[src/rtl/me_pkg.sv]
// me_pkg: shared motion-estimation types and state encodings for the pel delay line
package me_pkg;

    typedef enum logic [1:0] {
        ST_EMPTY   = 2'd0,
        ST_FILLING = 2'd1,
        ST_PRIMED  = 2'd2,
        ST_ILLEGAL = 2'd3
    } state_e;

endpackage

[src/rtl/pel_delay_line_if.sv]
// pel_delay_line_if: pel stream, tap select and fill-status bundle for pel_delay_line
interface pel_delay_line_if
    import me_pkg::*;
#(
    parameter int DEPTH_MAX = 16,
    parameter int DWIDTH    = 8,
    parameter int LANES     = 4
) ();

    localparam int AW = $clog2(DEPTH_MAX);

    logic                    en;
    logic                    flush;
    logic [LANES*DWIDTH-1:0] d;
    logic                    d_valid;
    logic [AW-1:0]           tap_sel;
    logic [LANES*DWIDTH-1:0] q;
    logic                    q_valid;
    logic                    primed;
    state_e                  state;

    modport master (
        output en, flush, d, d_valid, tap_sel,
        input  q, q_valid, primed, state
    );

    modport slave (
        input  en, flush, d, d_valid, tap_sel,
        output q, q_valid, primed, state
    );

endinterface

[src/rtl/pel_delay_ctrl.sv]
// pel_delay_ctrl: fill FSM, saturating fill counter and latched tap depth for pel_delay_line
module pel_delay_ctrl
    import me_pkg::*;
#(
    parameter int DEPTH_MAX = 16,
    parameter int AW        = $clog2(DEPTH_MAX)
) (
    input  logic          clk,
    input  logic          rst_n,
    input  logic          en,
    input  logic          flush,
    input  logic [AW-1:0] tap_sel,
    output logic [AW-1:0] tap,
    output logic          primed,
    output state_e        state
);

    localparam int CW = $clog2(DEPTH_MAX + 1);

    logic [CW-1:0] cnt;
    logic [AW-1:0] tap_clamp;
    logic [AW-1:0] dsel;
    logic [CW:0]   d_cur;
    logic [CW:0]   cnt_inc;
    logic          reach;

    // While EMPTY the requested depth is live so the first shift already uses it
    always_comb begin
        tap_clamp = (int'(tap_sel) >= DEPTH_MAX) ? AW'(DEPTH_MAX - 1) : tap_sel;
        dsel      = (state == ST_EMPTY) ? tap_clamp : tap;
        d_cur     = (CW+1)'(dsel) + (CW+1)'(1);
        cnt_inc   = {1'b0, cnt} + (CW+1)'(1);
        reach     = (state == ST_PRIMED) || (cnt_inc >= d_cur);
    end

    always_ff @(posedge clk or negedge rst_n) begin
        if (!rst_n) begin
            state  <= ST_EMPTY;
            cnt    <= '0;
            tap    <= AW'(DEPTH_MAX - 1);
            primed <= 1'b0;
        end else if (flush || state == ST_ILLEGAL) begin
            state  <= ST_EMPTY;
            cnt    <= '0;
            primed <= 1'b0;
        end else begin
            if (state == ST_EMPTY)
                tap <= tap_clamp;
            if (en) begin
                cnt    <= CW'((cnt_inc > d_cur) ? d_cur : cnt_inc);
                state  <= reach ? ST_PRIMED : ST_FILLING;
                primed <= reach;
            end
        end
    end

endmodule

[src/rtl/pel_delay_line.sv]
// pel_delay_line: multi-lane programmable pel delay line with valid tracking and fill status.
// Define PEL_DELAY_LINE_TAPS_EN to expose every stage on the taps port.
module pel_delay_line
    import me_pkg::*;
#(
    parameter int DEPTH_MAX = 16,
    parameter int DWIDTH    = 8,
    parameter int LANES     = 4
) (
    input logic clk,
    input logic rst_n,
`ifdef PEL_DELAY_LINE_TAPS_EN
    pel_delay_line_if.slave bus,
    output logic [DEPTH_MAX*LANES*DWIDTH-1:0] taps
`else
    pel_delay_line_if.slave bus
`endif
);

    localparam int W  = LANES * DWIDTH;
    localparam int AW = $clog2(DEPTH_MAX);

    logic [W-1:0]         core [DEPTH_MAX];
    logic [DEPTH_MAX-1:0] vld;
    logic [AW-1:0]        tap;

    pel_delay_ctrl #(.DEPTH_MAX(DEPTH_MAX)) u_ctrl (
        .clk     (clk),
        .rst_n   (rst_n),
        .en      (bus.en),
        .flush   (bus.flush),
        .tap_sel (bus.tap_sel),
        .tap     (tap),
        .primed  (bus.primed),
        .state   (bus.state)
    );

    // Flush only invalidates; pel contents stay so no wide clear is needed
    always_ff @(posedge clk or negedge rst_n) begin
        if (!rst_n) begin
            for (int k = 0; k < DEPTH_MAX; k++)
                core[k] <= '0;
            vld <= '0;
        end else if (bus.flush) begin
            vld <= '0;
        end else if (bus.en) begin
            core[0] <= bus.d;
            for (int k = 1; k < DEPTH_MAX; k++)
                core[k] <= core[k-1];
            vld <= {vld[DEPTH_MAX-2:0], bus.d_valid};
        end
    end

    assign bus.q       = core[tap];
    assign bus.q_valid = vld[tap];

`ifdef PEL_DELAY_LINE_TAPS_EN
    for (genvar k = 0; k < DEPTH_MAX; k++)
        assign taps[k*W +: W] = core[k];
`endif

endmodule

[src/flat_wrapper.sv]
// flat-port wrapper written by rule: the top's interface ports become plain ports
module pel_delay_line_flat import me_pkg::*;
#(
    parameter int DEPTH_MAX = 16,
    parameter int DWIDTH    = 8,
    parameter int LANES     = 4
)
  (clk, rst_n, bus_en, bus_flush, bus_d, bus_d_valid, bus_tap_sel, bus_q, bus_q_valid, bus_primed, bus_state);
  pel_delay_line_if #(.DEPTH_MAX(DEPTH_MAX), .DWIDTH(DWIDTH), .LANES(LANES)) bus_i ();
  input logic clk;
  input logic rst_n;
  input wire logic [$bits(bus_i.en)-1:0] bus_en;
  input wire logic [$bits(bus_i.flush)-1:0] bus_flush;
  input wire logic [$bits(bus_i.d)-1:0] bus_d;
  input wire logic [$bits(bus_i.d_valid)-1:0] bus_d_valid;
  input wire logic [$bits(bus_i.tap_sel)-1:0] bus_tap_sel;
  output wire logic [$bits(bus_i.q)-1:0] bus_q;
  output wire logic [$bits(bus_i.q_valid)-1:0] bus_q_valid;
  output wire logic [$bits(bus_i.primed)-1:0] bus_primed;
  output wire logic [$bits(bus_i.state)-1:0] bus_state;
  assign bus_i.en = bus_en;
  assign bus_i.flush = bus_flush;
  assign bus_i.d = bus_d;
  assign bus_i.d_valid = bus_d_valid;
  assign bus_i.tap_sel = bus_tap_sel;
  assign bus_q = bus_i.q;
  assign bus_q_valid = bus_i.q_valid;
  assign bus_primed = bus_i.primed;
  assign bus_state = bus_i.state;
  pel_delay_line #(.DEPTH_MAX(DEPTH_MAX), .DWIDTH(DWIDTH), .LANES(LANES)) u_core (.clk(clk), .rst_n(rst_n), .bus(bus_i));
endmodule
[config.mk]
export PLATFORM = sky130hd
export DESIGN_NAME = pel_delay_line_flat
export DESIGN_NICKNAME = d
export VERILOG_FILES = /design/src/rtl/me_pkg.sv /design/src/rtl/pel_delay_line_if.sv /design/src/rtl/pel_delay_ctrl.sv /design/src/rtl/pel_delay_line.sv /design/src/flat_wrapper.sv
export SDC_FILE = /design/constraint.sdc
export NUM_CORES = 1
export LEC_CHECK = 0
export BUFFER_PORTS_ARGS = -buffer_cell sky130_fd_sc_hd__buf_4
export CAP_MARGIN = 5
export CORE_MARGIN = 3
export CORE_UTILIZATION = 56
export DETAILED_ROUTE_END_ITERATION = 16
export MAX_ROUTING_LAYER = met4
export PLACE_DENSITY = 0.77
export SYNTH_ARGS = -nofsm -noshare
export SYNTH_HDL_FRONTEND = slang
export SYNTH_SLANG_ARGS = --single-unit
[constraint.sdc]
create_clock -name clk -period 9.9 [get_ports clk]
set_clock_uncertainty 0.15 [all_clocks]
set_input_delay 0.495 -clock clk [delete_from_list [all_inputs] [get_ports clk]]
set_output_delay 0.495 -clock clk [all_outputs]
set_load 0.01 [all_outputs]
==> results.sh, run 1 <==
export IMPL_leakage_nw=12.11
export IMPL_r2r_end="u_core.u_ctrl.cnt[4]"
export IMPL_synth_area_um2=24330
export IMPL_die_y_um=214.4
export IMPL_end_kind="primary output"
export IMPL_cts_made_buffers=55
export IMPL_critPathRequiredTime_ns=9.26
export IMPL_synth_edf_count=0
export IMPL_post_cts_buffers=0
export IMPL_max_slew_margin_pct=30.27
export IMPL_vdd_drop_max_uv=260.9
export IMPL_drc=0
export IMPL_place_gp_congestion=0.7368
export IMPL_drt_iter0_drc=749
export IMPL_port_buffers=76
export IMPL_status="completed"
export IMPL_rr_startpoint="u_core.u_ctrl.tap[2]"
export IMPL_track_usage_pct=18.94
export IMPL_critPathKind="reg2out"
export IMPL_vias=12340
export IMPL_cp_arrival_ns=3.66
export IMPL_synth_seq_area_share_pct=55.46
export IMPL_cp_cell_sequence="buf_12 -> mux4_2 -> mux4_2 -> buf_4"
export IMPL_hold_class="in2reg"
export IMPL_ant_nets=0
export IMPL_hold_viol=0
export IMPL_final_core_util_pct=64.58
export IMPL_cts_resized_gates=0
export IMPL_cts_root_buf="clkbuf_16"
export IMPL_hold_depth=2
export IMPL_antenna_found_initial=1
export IMPL_reg2reg_depth=9
export IMPL_grt_overflow_total=0
export IMPL_ys_ff_latch=539
export IMPL_synth_async_reset_ratio_pct=100.0
export IMPL_dp_hpwl_mm=22.90
export IMPL_cts_tree="done"
export IMPL_grt_setup_unrepaired="false"
export IMPL_maxCapViolCount=0
export IMPL_htreeDepth=2
export IMPL_die_w_um=214.4
export IMPL_period_needed_ns=4.309
export IMPL_die_area_um2=45980
export IMPL_fin_crit_sh_pct=43.52
export IMPL_nets=1553
export IMPL_tns_ns=0
export IMPL_r2r_slack_ns=6.26
export IMPL_fmax_mhz=232.1
export IMPL_drive_above_1_share_pct=55.69
export IMPL_clockBufferDepth=3
export IMPL_clock_sinks=539
export IMPL_grt_pass1_wl_mm=70.18
export IMPL_power_density_nw_per_um2=325.5
export IMPL_worstHoldStart="bus_flush"
export IMPL_start_util_pct=57.36
export IMPL_critical_path_slowest_cell="dfstp_4"
export IMPL_first_pass_iters=4
export IMPL_hold_buffers=38
export IMPL_ys_flop_type="dfrtp_1"
export IMPL_crit_top_cell="mux4_2"
export IMPL_syn2layout_area_growth_pct=12.58
export IMPL_synth_cell_types=41
export IMPL_path_clk_slew_ns=0.06
export IMPL_synth_fp_nets=1473
export IMPL_grt_max_degree=198
export IMPL_ios=77
export IMPL_grt_pass1_vias=13440
export IMPL_core_um2=42420
export IMPL_ys_warn_count=0
export IMPL_start_kind="flop"
export IMPL_routed_wirelength_mm=41.00
export IMPL_vias_per_cell=5.811
export IMPL_rows=75
export IMPL_worst_slew_pin_slew_ns=1.046
export IMPL_syn_avg_cell_area_um2=17.07
export IMPL_drv_slew=0
export IMPL_cpPeakStageDelay_ns=1.00
export IMPL_wl_per_cell_um=19.30
export IMPL_netlist_instances=1425
export IMPL_crit_fanout=102
export IMPL_setup_viol=0
export IMPL_clk_latency_ns=0.58
export IMPL_min_delay_worst_endpoint="u_core.vld[0]"
==> kinds of logic (layout without fill, tap and decap cells) <==
logic type | Yosys count | after routing | share of synthesized area [%]
compound gates | 25 | 25 | 0.6891
xor+xnor | 5 | 5 | 0.1800
fa+ha+maj | 7 | 7 | 0.3600
buf+inv | 107 | 228 | 2.463
flops | 539 | 539 | 55.46
mux | 700 | 700 | 39.99
other cells | 0 | 1 | 0
simple gates | 42 | 42 | 0.8588
==> Yosys cell counts, types with 2 or more instances <==
| cell type | number | share of area (%) |
|---|---|---|
| mux4_2 | 162 | 15 |
| nand2_1 | 4 | 0.062 |
| and3_1 | 5 | 0.13 |
| buf_12 | 5 | 0.41 |
| mux4_1 | 3 | 0.32 |
| inv_1 | 4 | 0.062 |
| dfrtp_1 | 535 | 55 |
| a21o_1 | 3 | 0.093 |
| mux2_2 | 517 | 24 |
| dfstp_2 | 4 | 0.43 |
| buf_2 | 69 | 1.4 |
| or3_1 | 2 | 0.051 |
| o21ai_0 | 5 | 0.10 |
| nor2_1 | 20 | 0.31 |
| buf_1 | 5 | 0.077 |
| nand2b_1 | 2 | 0.051 |
| ha_1 | 7 | 0.36 |
| clkbuf_1 | 20 | 0.31 |
| a21oi_1 | 6 | 0.12 |
| xor2_1 | 4 | 0.14 |
| mux2i_1 | 18 | 0.74 |
| a32o_1 | 2 | 0.082 |
| a22oi_1 | 2 | 0.062 |
| buf_6 | 2 | 0.093 |
| nor3_1 | 2 | 0.041 |
| nor2b_1 | 2 | 0.051 |
==> routing by layer <==
metal	wire length, um	GRT usage [%]	up-vias
li1	-	-	5549
met4	742	5.167	0
met3	1391	2.919	58
met2	19890	29.46	134
met5	0	-	-
met1	18980	26.57	6601
==> critical path: cells and delay by family (launching register included) <==
kind / cells / cell delay [ns]
buffers and inverters: 2 / 0.83
muxes: 2 / 1.10
DFF: 1 / 1.00
==> registers in the layout (all words and copies together) (netlist names) <==
signal                flops
u_core.u_ctrl.primed      1
u_core.u_ctrl.tap         4
u_core.vld               16
u_core.u_ctrl.cnt         5
u_core.u_ctrl.state       1
u_core.core             512
==> layout by cell type, fill, tap and decap left out, types with 6 or more instances in the layout <==
master	instances
mux4_2	162
nor2_1	20
clkbuf_8	21
mux2_2	517
clkbuf_1	9
buf_4	83
dfrtp_1	535
mux2i_1	18
clkinv_2	10
clkbuf_16	57
a21oi_1	6
ha_1	7
dlygate4sd3_1	38
==> power breakdown <==
group / internal (W) / leakage, nW / switching (W) / total [W]
Combinational: 0.00197 / 4.48 / 0.00109 / 0.00305
Clock: 0.00120 / 0.903 / 0.000826 / 0.00203
Sequential: 0.00311 / 6.73 / 0.000721 / 0.00384
Total: 0.00628 / 12.1 / 0.00263 / 0.00892
==> metrics by stage <==
| stage | hold slack, ns | total power, W | setup WS (ns) | std cells | instance area (um2) |
|---|---|---|---|---|---|
| after floorplan | 0.04941 | 0.006039 | 6.714 | 1425 | 24330 |
| after global placement | 0.3312 | 0.006832 | 6.055 | 1987 | 25200 |
| after detailed placement | 0.3400 | 0.006960 | 6.053 | 1987 | 25200 |
| after CTS | 0.04771 | 0.009060 | 5.430 | 2123 | 27390 |
| after global routing | 0.08414 | 0.009478 | 5.308 | 2124 | 27390 |
| final | 0.07893 | 0.008915 | 5.591 | 2124 | 27390 |
==> worst max path at each step <==
| stage | startpoint | cells past startpoint | endpoint | slack, ns |
|---|---|---|---|---|
| 2_1_floorplan | u_core.u_ctrl.tap[1] | 12 | u_core.u_ctrl.cnt[3] | 6.71 |
| 3_3_place_gp | u_core.u_ctrl.tap[0] | 4 | bus_q[28] | 6.06 |
| 3_5_place_dp | u_core.u_ctrl.tap[0] | 4 | bus_q[28] | 6.05 |
| 4_1_cts | u_core.u_ctrl.tap[0] | 4 | bus_q[28] | 5.43 |
| 5_1_grt | u_core.u_ctrl.tap[0] | 4 | bus_q[15] | 5.31 |
| 6_report | u_core.u_ctrl.tap[0] | 4 | bus_q[15] | 5.59 |
==> final cells by class <==
cell class	instances	area, um2
clock buffer	87	1749
timing repair buffer	126	1099
antenna	1	2.502
sequential	539	13500
multi-input combinational	779	10240
tap	577	721.9
fill	3019	15030
clock inverter	11	57.56
inverter	4	15.01
Power figures use the tool's default switching activity.
==> run 2, diff against run 1 <==
Settings changed: ABC_AREA from default to 1.
Clock period 9.9 ns to 4.15 ns, I/O delays scaled along.
==> results.sh, run 2 <==
export IMPL_status="completed"
export IMPL_ios=77
export IMPL_cpPeakStageDelay_ns=0.65
export IMPL_cts_tree="done"
export IMPL_ys_warn_count=0
export IMPL_drt_iter0_drc=2409
export IMPL_nets=3112
export IMPL_r2r_end="u_core.u_ctrl.cnt[2]"
export IMPL_worst_path_stages=7
export IMPL_period_needed_ns=3.546
export IMPL_synth_seq_area_share_pct=54.67
export IMPL_grt_max_degree=266
export IMPL_rows=76
export IMPL_reg2reg_depth=13
export IMPL_core_um2=43270
export IMPL_leakage_nw=13.03
export IMPL_largest_reg_flops=512
export IMPL_htreeDepth=2
export IMPL_synth_top_area_cell="dfrtp_1"
export IMPL_synth_edf_count=0
export IMPL_layout_commonest_cell="nand2_1"
export IMPL_synth_cell_types=27
export IMPL_vias_per_cell=5.603
export IMPL_ys_top_cells_by_area="dfrtp_1 54%, o21ai_0 13%, nand2_1 12%"
export IMPL_grt_pass1_wl_mm=100.6
export IMPL_hold_class="in2async"
export IMPL_synth_async_reset_ratio_pct=100.0
export IMPL_final_cell_mix="804 x nand2_1, 631 x o21ai_0, 535 x dfrtp_1, 312 x inv_1, 265 x a21oi_1"
export IMPL_maxCapViolCount=0
export IMPL_critical_path_slowest_cell="dfstp_4"
export IMPL_fmax_mhz=282.0
export IMPL_fin_crit_sh_pct=85.45
export IMPL_yosysMostFrequentCell="nand2_1"
export IMPL_power_w=0.01941
export IMPL_die_area_um2=46630
export IMPL_ant_nets=0
export IMPL_track_usage_pct=26.61
export IMPL_port_buffers=76
export IMPL_start_kind="flop"
export IMPL_start_util_pct=57.04
export IMPL_drive_above_1_share_pct=6.973
export IMPL_ys_flop_type="dfrtp_1"
export IMPL_cp_cell_sequence="buf_12 -> a21oi_1 -> o21ai_0 -> nand3_1 -> nand3_1 -> nand2_1 -> buf_4"
export IMPL_rr_startpoint="u_core.u_ctrl.tap[1]"
export IMPL_hold_viol=0
export IMPL_clock_sinks=539
export IMPL_cts_root_buf="clkbuf_16"
export IMPL_wl_per_cell_um=16.09
export IMPL_reg_largest_list="u_core.core x512, u_core.vld x16, u_core.u_ctrl.cnt x5"
export IMPL_netlist_instances=3078
export IMPL_syn2layout_area_growth_pct=13.77
export IMPL_power_density_nw_per_um2=691.4
export IMPL_dpl_cell_count=3538
export IMPL_synth_top_area_share_pct=54.24
export IMPL_cp_arrival_ns=3.19
export IMPL_stdcell_count=3698
export IMPL_ys_ff_latch=539
export IMPL_synth_area_um2=24680
export IMPL_crit_top_cell="nand3_1"
export IMPL_synth_fp_nets=3126
export IMPL_post_cts_buffers=0
export IMPL_clockBufferDepth=3
export IMPL_tns_ns=0
export IMPL_drc=0
export IMPL_hold_buffers=53
export IMPL_path_clk_slew_ns=0.06
export IMPL_routed_wirelength_mm=59.50
export IMPL_crit_fanout=264
export IMPL_grt_overflow_total=0
export IMPL_worst_slew_pin_slew_ns=1.300
export IMPL_die_y_um=215.9
export IMPL_r2r_slack_ns=0.75
export IMPL_syn_avg_cell_area_um2=8.019
export IMPL_end_kind="primary output"
export IMPL_drv_slew=0
export IMPL_critPathKind="reg2out"
export IMPL_dp_hpwl_mm=30.83
export IMPL_setup_viol=0
export IMPL_vias=20720
export IMPL_cts_made_buffers=56
export IMPL_crit_family="buffers and inverters"
export IMPL_vdd_drop_max_uv=608.1
export IMPL_cts_resized_gates=0
export IMPL_grt_setup_unrepaired="false"
export IMPL_ys_top_cells_by_count="804 x nand2_1, 631 x o21ai_0, 535 x dfrtp_1"
export IMPL_fillers=3470
export IMPL_crit_buf_inv=2
export IMPL_grt_pass1_vias=20200
export IMPL_max_slew_margin_pct=13.34
export IMPL_top_register="u_core.core"
export IMPL_die_w_um=215.9
export IMPL_place_gp_congestion=0.7825
export IMPL_clk_latency_ns=0.61
export IMPL_antenna_found_initial=1
export IMPL_critPathRequiredTime_ns=3.79
export IMPL_first_pass_iters=6
==> run 2: cell types whose count changed after synthesis, sizes merged, moves of 165 or more <==
cell,change
nand2,+800
o21ai,+677
mux2,-517
inv,+312
a21oi,+259
nand3,+204
mux4,-165
==> run 2: report_power, final <==
part,internal (W),leakage (nW),switching (W)
logic,0.00233,4.99,0.00461
registers,0.00626,6.99,0.000647
clock network,0.00345,1.05,0.00211
total,0.0120,13.0,0.00737
==> run 2: per-layer routing <==
metal / up-vias / part of all wire (%) / track usage (%)
li1: 9975 / - / -
met1: 9993 / 45 / 37.03
met2: 650 / 46 / 40.92
met3: 103 / 6.3 / 3.999
met4: 0 / 2.5 / 8.317
met5: - / 0 / -
==> run 2: final cells by class <==
type	count	area (um2)	share of cell area, %
Inverter	317	1205	4.291
Clock buffer	81	1737	6.185
Sequential cell	539	13500	48.08
Timing Repair Buffer	153	1464	5.213
Antenna cell	1	2.502	0.008911
Clock inverter	25	357.8	1.274
Tap cell	585	732.0	2.607
Multi-Input combinational cell	1997	9082	32.34
==> run 2: logic make-up after synthesis <==
logic type / after synthesis / synth area share [%]
flip-flops: 539 / 54.67
AO/OA/AOI/OAI: 965 / 19.68
AND/OR/NAND/NOR: 1022 / 16.64
buffers and inverters: 542 / 8.552
adder cells (fa/ha/maj): 7 / 0.3548
XOR/XNOR: 3 / 0.1065
==> run 2: worst max path at each step <==
stage                          from                   end  slack [ns]
6_report       u_core.u_ctrl.tap[0]             bus_q[24]        0.60
5_1_grt        u_core.u_ctrl.tap[1]  u_core.u_ctrl.cnt[2]        0.47
4_1_cts        u_core.u_ctrl.tap[1]             bus_q[24]        0.77
3_5_place_dp   u_core.u_ctrl.tap[1]  u_core.u_ctrl.cnt[2]        0.87
3_3_place_gp   u_core.u_ctrl.tap[1]  u_core.u_ctrl.cnt[2]        0.93
2_1_floorplan  u_core.u_ctrl.tap[0]  u_core.u_ctrl.cnt[2]        1.43
==> run 2: stage by stage <==
step | setup slack [ns] | hold WS [ns] | cell area, um2 | utilization [%]
after global routing | 0.4657 | 0.1149 | 28080 | 64.90
after global placement | 0.9338 | 0.1156 | 25450 | 58.83
after floorplan | 1.428 | -0.2381 | 24680 | -
after detailed placement | 0.8710 | 0.1187 | 25450 | 58.83
final | 0.6038 | 0.03729 | 28080 | 64.90
after CTS | 0.7677 | 0.06567 | 28080 | 64.90
==> run 2: worst reg2reg max path, delay by kind of cell (launching register included) <==
kind                       cells  cell delay [ns]
AOI/OAI and AO/OA              3             1.01
adders and majority gates      2             0.62
buffers and inverters          1             0.07
DFF                            1             0.88
and+or+nand+nor                7             0.55
==> run 3, diff against run 2 <==
Settings changed: SYNTH_HIERARCHICAL from default to 1.
==> results.sh, run 3 <==
export IMPL_path_clk_slew_ns=0.06
export IMPL_stdcell_area_um2=29280
export IMPL_maxCapViolCount=0
export IMPL_final_cell_mix="1080 x nand2_1, 551 x inv_1, 535 x dfrtp_1, 487 x o21ai_0, 469 x nand3_1"
export IMPL_fin_hold_ws_ns=0.09972
export IMPL_worst_slew_pin_slew_ns=1.022
export IMPL_crit_fanout=192
export IMPL_cts_root_buf="clkbuf_16"
export IMPL_syn2layout_area_growth_pct=11.67
export IMPL_tns_ns=0
export IMPL_die_w_um=222.4
export IMPL_port_buffers=76
export IMPL_grt_overflow_total=0
export IMPL_ys_top_cells_by_area="dfrtp_1 51%, nand2_1 15%, o21ai_0 9.3%"
export IMPL_cts_made_buffers=57
export IMPL_ios=77
export IMPL_fmax_mhz=304.1
export IMPL_drv_slew=0
export IMPL_first_pass_iters=6
export IMPL_grt_pass1_wl_mm=99.10
export IMPL_p_sw_share_pct=39.59
export IMPL_routed_wirelength_mm=58.30
export IMPL_synth_top_area_share_pct=51.05
export IMPL_leakage_nw=14.60
export IMPL_hold_class="in2async"
export IMPL_ys_ff_latch=539
export IMPL_largest_reg_flops=512
export IMPL_synth_edf_count=0
export IMPL_ys_warn_count=6
export IMPL_fin_crit_sh_pct=79.23
export IMPL_wl_met2_mm=26.03
export IMPL_synth_cell_types=30
export IMPL_reg_largest_list="u_core/core x512, u_core/vld x16, u_core/u_ctrl/cnt x5"
export IMPL_top_register="u_core/core"
export IMPL_vias_per_cell=5.172
export IMPL_ant_nets=0
export IMPL_route_met3_wl_mm=3.080
export IMPL_synth_seq_area_share_pct=51.45
export IMPL_synth_area_um2=26220
export IMPL_drc=0
export IMPL_status="completed"
export IMPL_synth_async_reset_ratio_pct=100.0
export IMPL_track_usage_pct=24.39
export IMPL_hold_viol=0
export IMPL_clockBufferDepth=3
export IMPL_core_um2=45770
export IMPL_critPathKind="reg2out"
export IMPL_drt_met1_wl_mm=28.09
export IMPL_cp_arrival_ns=2.93
export IMPL_layout_commonest_cell="nand2_1"
export IMPL_cts_tree="done"
export IMPL_synth_fp_nets=3533
export IMPL_dp_hpwl_mm=33.44
export IMPL_p_seq_share_pct=35.4
export IMPL_htreeDepth=2
export IMPL_power_density_nw_per_um2=666.4
export IMPL_ys_top_cells_by_count="1081 x nand2_1, 553 x inv_1, 535 x dfrtp_1"
export IMPL_rows=78
export IMPL_max_slew_margin_pct=31.84
export IMPL_antenna_cells=0
export IMPL_highest_layer="met4"
export IMPL_grt_pass1_vias=19790
export IMPL_die_y_um=222.4
export IMPL_end_kind="primary output"
export IMPL_p_int_w=0.01179
export IMPL_grt_max_degree=193
export IMPL_place_area_um2=27030
export IMPL_synth_top_area_cell="dfrtp_1"
export IMPL_drt_iter0_drc=2198
export IMPL_vias=21320
export IMPL_place_gp_congestion=0.8161
export IMPL_final_core_util_pct=63.98
export IMPL_start_util_pct=57.29
export IMPL_nets=3523
export IMPL_drive_above_1_share_pct=6.561
export IMPL_p_sw_w=0.007726
export IMPL_start_kind="flop"
export IMPL_wl_per_cell_um=14.15
export IMPL_clock_sinks=539
export IMPL_setup_viol=0
export IMPL_clk_latency_ns=0.62
export IMPL_period_needed_ns=3.288
export IMPL_antenna_found_initial=0
export IMPL_power_w=0.01951
export IMPL_ys_flop_type="dfrtp_1"
export IMPL_die_area_um2=49460
export IMPL_grt_setup_unrepaired="false"
export IMPL_vdd_drop_max_uv=723.1
export IMPL_yosysMostFrequentCell="nand2_1"
export IMPL_netlist_instances=3485
export IMPL_syn_avg_cell_area_um2=7.525
export IMPL_critPathRequiredTime_ns=3.79
export IMPL_clkPwrFrac_pct=25.3
export IMPL_p_comb_share_pct=39.3
[run 3: cell type report]
class / instances / area [um2]
fillers: 3986 / 16490
flip-flops and latches: 539 / 13500
multi-input cells: 2161 / 9549
inverters: 558 / 2105
clock buffers: 90 / 1700
repair buffers: 158 / 1551
well taps: 600 / 750.7
clock inverters: 15 / 126.4
[run 3: power groups by stage]
stage	registers [W]	logic, W	clock network (W)
final	0.00691	0.00766	0.00494
after global routing	0.00705	0.00866	0.00525
after CTS	0.00690	0.00769	0.00504
after detailed placement	0.00698	0.00759	0
after global placement	0.00694	0.00747	0
after floorplan	0.00680	0.00537	0
[run 3: stage by stage]
stage,setup WS (ns),cells
CTS,0.8844,4121
global route,0.7731,4121
detailed placement,1.369,3973
global placement,1.429,3973
floorplan,1.704,3485
finish,0.8618,4121
[run 3: metal layers]
metal | GRT usage (%) | vias up
met5 | - | -
met4 | 6.317 | 0
met3 | 3.105 | 74
met2 | 36.11 | 523
met1 | 36.00 | 9903
li1 | - | 10820
[run 3: path summary, 6_finish.rpt]
| path | cells past startpoint | end | startpoint | slack [ns] |
|---|---|---|---|---|
| max in group asynchronous | 3 | u_core/core[382] | rst_n | 2.80 |
| min reg2reg | 2 | u_core/core[432] | u_core/core[432] | 0.33 |
| min | 2 | u_core/core[6] | rst_n | 0.1 |
| min in group clk | 4 | u_core/core[495] | bus_d[15] | 0.21 |
| max | 7 | bus_q[22] | u_core/u_ctrl/tap[0] | 0.86 |
| max reg2reg | 14 | u_core/u_ctrl/cnt[1] | u_core/u_ctrl/tap[1] | 1.38 |
[run 3: critical path: stages (launching register included)]
cell and delay, ns:
dfstp_4 0.67, buf_12 0.57, nand2_1 0.16, nand3_1 0.17
nand3_1 0.11, nand3_1 0.12, nand2_1 0.10, buf_4 0.15
[run 3: cell families (layout without fill, tap and decap cells)]
logic type | Yosys count | count (layout) | synth area share, %
buffers and inverters | 785 | 821 | 12.16
AO/OA/AOI/OAI | 543 | 543 | 10.50
XOR/XNOR | 2 | 2 | 0.06681
AND/OR/NAND/NOR | 1609 | 1609 | 25.48
adder cells (fa/ha/maj) | 7 | 7 | 0.3340
flip-flops | 539 | 539 | 51.45
[run 3: repair_timing]
item / in CTS / in global routing
buffers inserted: 0 / 0
endpoints found under the setup margin: 0 / 0
hold endpoints to repair: 150 / 0
gates resized for setup: 0 / 0
hold buffers: 43 / 0
